## config.mk

```make
export PLATFORM = sky130hd
export DESIGN_NAME = load_store_unit
export DESIGN_NICKNAME = d
export VERILOG_FILES = /design/src/rtl/load_store_unit.sv
export SDC_FILE = /design/constraint.sdc
export NUM_CORES = 1
export LEC_CHECK = 0
export BUFFER_PORTS_ARGS = -buffer_cell sky130_fd_sc_hd__buf_4
export CORE_MARGIN = 4
export CORE_UTILIZATION = 44
export CTS_BUF_LIST = sky130_fd_sc_hd__clkbuf_4
export DETAILED_ROUTE_END_ITERATION = 10
export PLACE_DENSITY = 0.81
export SYNTH_ARGS = -nofsm -noshare
export SYNTH_HDL_FRONTEND = slang
export SYNTH_SLANG_ARGS = --single-unit
export TNS_END_PERCENT = 30
```

## constraint.sdc

```tcl
create_clock -name clk -period 2.9 [get_ports clk]
set_input_delay 0.29 -clock clk [delete_from_list [all_inputs] [get_ports clk]]
set_output_delay 0.29 -clock clk [all_outputs]
set_load 0.05 [all_outputs]
```

## src/rtl/load_store_unit.sv

```systemverilog
// RV32I load/store stage in front of a word-wide synchronous RAM without byte enables.
// Sub-word stores read the old word, merge the new lane and write it back.
module load_store_unit #(
  parameter int ADDR_WIDTH = 12
) (
  input  logic                  clk,
  input  logic                  reset,
  input  logic                  req_valid,
  input  logic                  req_write,
  input  logic [2:0]            req_funct3,
  input  logic [31:0]           req_addr,
  input  logic [31:0]           req_wdata,
  output logic                  stall,
  output logic                  resp_valid,
  output logic [31:0]           resp_rdata,
  output logic                  req_error,
  output logic                  mem_en,
  output logic                  mem_we,
  output logic [ADDR_WIDTH-1:0] mem_addr,
  output logic [31:0]           mem_wdata,
  input  logic [31:0]           mem_rdata
);

  localparam logic [2:0] F_B  = 3'b000;
  localparam logic [2:0] F_H  = 3'b001;
  localparam logic [2:0] F_W  = 3'b010;
  localparam logic [2:0] F_BU = 3'b100;
  localparam logic [2:0] F_HU = 3'b101;

  typedef enum logic [1:0] {IDLE, RD_WAIT, RMW, DONE} state_t;

  state_t                  state_reg, state_next;
  logic                    write_reg;
  logic [2:0]              funct3_reg;
  logic [1:0]              offset_reg;
  logic [15:0]             wdata_reg;
  logic [ADDR_WIDTH-1:0]   addr_reg;
  logic [31:0]             resp_rdata_reg;

  logic                    bad_funct3, misaligned, bad_store, req_bad;
  logic                    is_sw, accept_multi;
  logic [ADDR_WIDTH-1:0]   req_word;
  logic [7:0]              byte_sel;
  logic [15:0]             half_sel;
  logic [31:0]             load_data;
  logic [31:0]             merged;
  logic                    unused_addr_bits;

  // Upper address bits are deliberately dropped: the RAM address wraps.
  assign unused_addr_bits = ^req_addr[31:ADDR_WIDTH+2];
  assign req_word         = req_addr[ADDR_WIDTH+1:2];

  assign bad_funct3 = (req_funct3 == 3'b011) || (req_funct3 == 3'b110) ||
                      (req_funct3 == 3'b111);
  assign misaligned = ((req_funct3 == F_H || req_funct3 == F_HU) && req_addr[0]) ||
                      ((req_funct3 == F_W) && (req_addr[1:0] != 2'b00));
  assign bad_store  = req_write && req_funct3[2];
  assign req_bad    = bad_funct3 || misaligned || bad_store;
  assign is_sw      = req_write && (req_funct3 == F_W);

  // Requests that occupy more than one cycle latch their operands.
  assign accept_multi = (state_reg == IDLE) && req_valid && !req_bad && !is_sw;

  // Load lane extraction from the word returned in RD_WAIT.
  always_comb begin
    byte_sel = mem_rdata[{offset_reg, 3'b000} +: 8];
    half_sel = offset_reg[1] ? mem_rdata[31:16] : mem_rdata[15:0];
    case (funct3_reg)
      F_B:     load_data = {{24{byte_sel[7]}}, byte_sel};
      F_BU:    load_data = {24'd0, byte_sel};
      F_H:     load_data = {{16{half_sel[15]}}, half_sel};
      F_HU:    load_data = {16'd0, half_sel};
      default: load_data = mem_rdata;
    endcase
  end

  // Store merge: each byte lane either keeps the old RAM byte or takes new data.
  genvar gi;
  generate
    for (gi = 0; gi < 4; gi++) begin : g_lane
      logic lane_hit;
      assign lane_hit = (funct3_reg[1:0] == 2'b00) ? (offset_reg == 2'(gi))
                                                   : (offset_reg[1] == 1'(gi / 2));
      assign merged[8*gi +: 8] = !lane_hit ? mem_rdata[8*gi +: 8] :
                                 (funct3_reg[1:0] == 2'b00) ? wdata_reg[7:0]
                                                            : wdata_reg[8*(gi % 2) +: 8];
    end
  endgenerate

  always_comb begin
    state_next = state_reg;
    stall      = 1'b0;
    resp_valid = 1'b0;
    req_error  = 1'b0;
    mem_en     = 1'b0;
    mem_we     = 1'b0;
    mem_addr   = req_word;
    mem_wdata  = 32'd0;
    if (!reset) begin
      case (state_reg)
        IDLE: begin
          if (req_valid) begin
            if (req_bad) begin
              req_error = 1'b1;
            end else if (is_sw) begin
              mem_en    = 1'b1;
              mem_we    = 1'b1;
              mem_wdata = req_wdata;
            end else begin
              mem_en     = 1'b1;
              stall      = 1'b1;
              state_next = req_write ? RMW : RD_WAIT;
            end
          end
        end
        RD_WAIT: begin
          stall      = 1'b1;
          mem_addr   = addr_reg;
          state_next = DONE;
        end
        RMW: begin
          stall      = 1'b1;
          mem_en     = 1'b1;
          mem_we     = 1'b1;
          mem_addr   = addr_reg;
          mem_wdata  = merged;
          state_next = DONE;
        end
        DONE: begin
          // The requester still holds the finished op here, so req_valid is ignored.
          resp_valid = !write_reg;
          mem_addr   = addr_reg;
          state_next = IDLE;
        end
        default: state_next = IDLE;
      endcase
    end
  end

  always_ff @(posedge clk) begin
    if (reset) begin
      state_reg      <= IDLE;
      write_reg      <= 1'b0;
      funct3_reg     <= 3'd0;
      offset_reg     <= 2'd0;
      wdata_reg      <= 16'd0;
      addr_reg       <= '0;
      resp_rdata_reg <= 32'd0;
    end else begin
      state_reg <= state_next;
      if (accept_multi) begin
        write_reg  <= req_write;
        funct3_reg <= req_funct3;
        offset_reg <= req_addr[1:0];
        wdata_reg  <= req_wdata[15:0];
        addr_reg   <= req_word;
      end
      if (state_reg == RD_WAIT) begin
        resp_rdata_reg <= load_data;
      end
    end
  end

  assign resp_rdata = resp_rdata_reg;

endmodule

```

After elaboration in Yosys (flattened, before gate mapping)
Cells that the tools add are included.
W data, S select, Z words.
Storage, ports and cells
  register bits: 68
  latch bits: 0
  memory bits (writable): 0
  ROM bits: 0
  input port bits: 103
  output and inout bits: 81
  logic and storage cells: 94
  memories: 0
Operators by class
  add/subtract/negate cells: 0
  $mul: 0
  div/mod/pow operators: 0
  magnitude comparators: 0
  equal/unequal tests: 18
  shift-type cells: 1
  muxes and demuxes: 43
  bitwise gates (word level): 1
  reductions and logical operators: 24
Operator list (number)
  $mux W32: 4
  $pmux W32 S4: 1
  $pmux W32 S2: 1
  $mux W8: 5
  $shiftx A32 B6 Y8: 1
  $mux W12: 2
  $mux W1: 21
  $mux W16: 1
  $eq A3 B3 Y1 const B: 5
  $eq A2 B2 Y1 const B: 4
  $mux W2: 4
  $logic_and A1 B1 Y1: 7
  $eq A3 B1 Y1 const B: 2
  $eq A3 B2 Y1 const B: 2
  $logic_not A2 Y1: 3
  $logic_or A1 B1 Y1: 6
  $ne A2 B2 Y1 const B: 3
  $pmux W1 S2: 3
  $pmux W2 S3: 1
  $eq A2 B1 Y1 const B: 2
  $logic_not A1 Y1: 3
  $logic_not A3 Y1: 1
  $reduce_and A3 Y1: 1
  $reduce_or A3 Y1: 1
  other kinds (3): 3

Longest topological paths before layout
  depth in word-level cells: 10
  depth in mapped cells: 8
  mapped depth without buffers: 6

Worst setup path before layout
Ideal clock, no wire load.
  path type: reg-to-output
  from: reg state_reg[0]
  to: out req_error
  data arrival time: 2296 ps
  slack: 314 ps
  stages on the path, launching flop included: 6
  buffers on the path: 1
  cells stage by stage: dfxtp_1 inv_1 ha_1 clkbuf_1 nand2_1 nor4_1
On the way
  word-level cells in the longest chain between the ends: 3
RTL lines
  from (decl): RTL line 32  | state_t state_reg, state_next;
  from (signal assigned): RTL line 150  | state_reg <= state_next;
  $logic_not A2 Y1: RTL line 100  | case (state_reg)
  $mux W1: RTL line 100
  $mux W1: RTL line 99  | if (!reset) begin
  to (decl): RTL line 16  | output logic req_error,
No other way between the ends.

Worst setup path in the final report
  from: reg state_reg[0]
  to: out mem_wdata[7]
On the way
  word-level cells in the longest chain between the ends: 3
  elaborated cells between the ends (all ways): 4
RTL lines
  $eq A2 B2 Y1 or $logic_not A2 Y1 (tied branches): RTL line 100
  $pmux W32 S2 (*): RTL line 100
  $mux W32 (*): RTL line 99
  to (decl): RTL line 20  | output logic [31:0] mem_wdata,
Mark *: on every way between the ends. The rest lies on a longest branch, timed or not.

==> metrics.cfg <==
[placed_design]
place.gp.congestion=0.889
hpwl_mm=10.7
postPlaceCellArea_um2=5460
numPortBuffers=165

[power_and_ir_drop]
clkPwrFrac_pct=12.5
intPower_w=0.00217
ir_drop_mv=0.426
power.share.switching_pct=50.6
p_seq_share_pct=29.5
power_w=0.00439
p_switching_w=0.00222
p_leak_nw=2.31
powerDensity_nw_per_um2=786
p_comb_share_pct=58.0

[run]
cap_violations=0

[grt]
grt.total_usage_pct=24.0
grt_max_degree=68
antenna_found_initial=0
first_global_vias=4289
grt_pass1_wl_mm=21.6
grt_overflow=0

[die]
core_area_um2=9240
dieWidth_um=105
row_count=35
io_pins=184
initial_core_util_pct=45.2
die-height_um=105
die_area_um2=11100

[setup_path]
critPathMaxFanout=16
worst_setup_path_start_kind=flop
critical_path.max_stage_delay_ps=380
required_ps=2610
crit_path_cell_trace=inv_1, ha_1, nand2_1, o21bai_2, nor3_4, buf_12, o2bb2ai_1, buf_4
criticalPathCategory=reg -> out
critPathBufInv=3
crit_path_top_delay_cell=dfxtp_1
path_delay_family=buffers and inverters
end_kind=output port
cp_data_arrival_time_ps=2410

[clock_tree]
cts_buffers=9
holdBufCountCts=0
clock_latency_ps=430
ctsLongestPathBuffers=2
clkTransAtPathRegs_ps=130
cts-root-buf=clkbuf_4
htreeDepth=3
cts_tree=built
cts.sinks=68
ctsResizeCount=0

[sta]
final.setup.tns_ps=0
fin_crit_sh_pct=93.1
min_period_ps=2700
whs_ps=111
finalHoldViolCount=0
setup_violations=0
skew_ps=25.0
tightest_slew_ps=818
rsz0062_at_grt=false
slew_violations=0
maxSlewHeadroom_pct=45.5
fmaxAchievable_ghz=0.370

[synth]
avgSynthCellArea_um2=7.94
synth_common_cells=118 x nand2_1, 68 x dfxtp_1, 54 x a21oi_1
synth_edf_count=0
yosys.area.top_type=dfxtp_1
ys_warn_count=0
ys_ff_latch=68
synth_fp_nets=634
syn_area_um2=4180
seq_area_frac_synth_pct=32.6
synth.most_common_cell=nand2_1
async_flop_share_pct=0
syn_inst=526
synth_ff_type=dfxtp_1
yosys.area.top_type_share_pct=32.6
synth_area_leaders=dfxtp_1 33%, nand2_1 11%, a21oi_1 6.5%
synth_cell_types=49

[detailed_routing]
drc=0
vias=4492
drt_iter0_markers=282
detail_route.wl_per_cell_um=17.2
via_per_inst=5.57
drt-total-wl_mm=13.8
firstDrtPassIters=5
drt.antenna.violating_nets=0

[final_layout]
drive_above_1_share_pct=35.6
nNetsFinal=780
largest_reg_flops=32
design_area_um2=5590
nFillCells=817
syn2layout_area_growth_pct=33.9
diodes=0

[min_path]
holdCritPathClass=in -> reg

[status]
status=completed

==> worst paths after layout <==
path	from	cells after the start	end	slack [ps]
setup / recovery	state_reg[0]	8	mem_wdata[7]	200
hold / removal	req_addr[13]	3	addr_reg[11]	110
hold reg to reg	wdata_reg[12]	2	wdata_reg[12]	460
setup reg to reg	offset_reg[1]	4	resp_rdata[16]	490
==> power by group through the flow <==
stage	clock network, W	logic, W	registers, W
after global routing	0.000600	0.00271	0.00132
after detailed placement	0	0.00254	0.00132
after floorplan	0	0.00126	0.00183
final	0.000551	0.00255	0.00130
after global placement	0	0.00250	0.00130
after CTS	0.000560	0.00255	0.00129
==> logic make-up after synthesis <==
logic type	count (synthesis)	synth area share, %
muxes	41	10.5
buffers and inverters	51	5.93
adders and majority gates	5	1.50
DFF	68	32.6
AOI/OAI and AO/OA	165	28.6
and+or+nand+nor	196	20.9
==> worst reg2reg max path: stages (launching register included) <==
cell	delay, ps
dfxtp_1	800
mux2i_1	410
mux2_2	210
o31a_1	650
a211oi_1	170
==> cells in the final DEF (no fill, tap or decap), types with 6 or more instances in the layout <==
cell type and count:
nor2b_1 8, o21a_1 9, mux2_2 21, clkbuf_4 9
o211ai_1 10, dfxtp_1 68, o21bai_1 8, a31o_2 6
inv_1 8, nor2_1 34, a21oi_1 54, nor3_1 15
a211oi_2 10, o21ai_0 9, o22ai_1 9, a211oi_1 12
a2111oi_0 6, nand2_1 118, buf_4 177, o2bb2ai_1 16
nor3b_1 7, mux2i_1 20
==> metal layers <==
metal | track usage, % | part of all wire, %
met5 | 0 | 0
met2 | 38.7 | 47
met1 | 32.3 | 44
met4 | 6.75 | 1.5
met3 | 4.96 | 8.0
==> stage by stage <==
| step | setup WS, ps | utilization [%] | instances |
|---|---|---|---|
| final | 200 | 60.5 | 806 |
| after global routing | 67.4 | 60.5 | 806 |
| after CTS | 28.8 | 60.3 | 805 |
| after detailed placement | 504 | 59.1 | 789 |
| after global placement | 543 | 59.1 | 789 |
| after floorplan | 314 | - | 526 |
==> cell type report <==
type	instances	area, um^2	area share, %
Clock inverter	7	50.0	0.895
Inverter	8	30.0	0.537
Multi-Input combinational cell	407	2570	46.0
Sequential cell	68	1360	24.3
Tap cell	129	161	2.89
Clock buffer	9	67.6	1.21
Timing Repair Buffer	178	1350	24.1
==> repair_timing <==
| action | CTS | global route |
|---|---|---|
| endpoints found under the setup margin | 0 | 16 |
| buffers inserted | 0 | 1 |
| hold endpoints to repair | 0 | 0 |
Note: power is estimated with default switching activity, not from simulation.
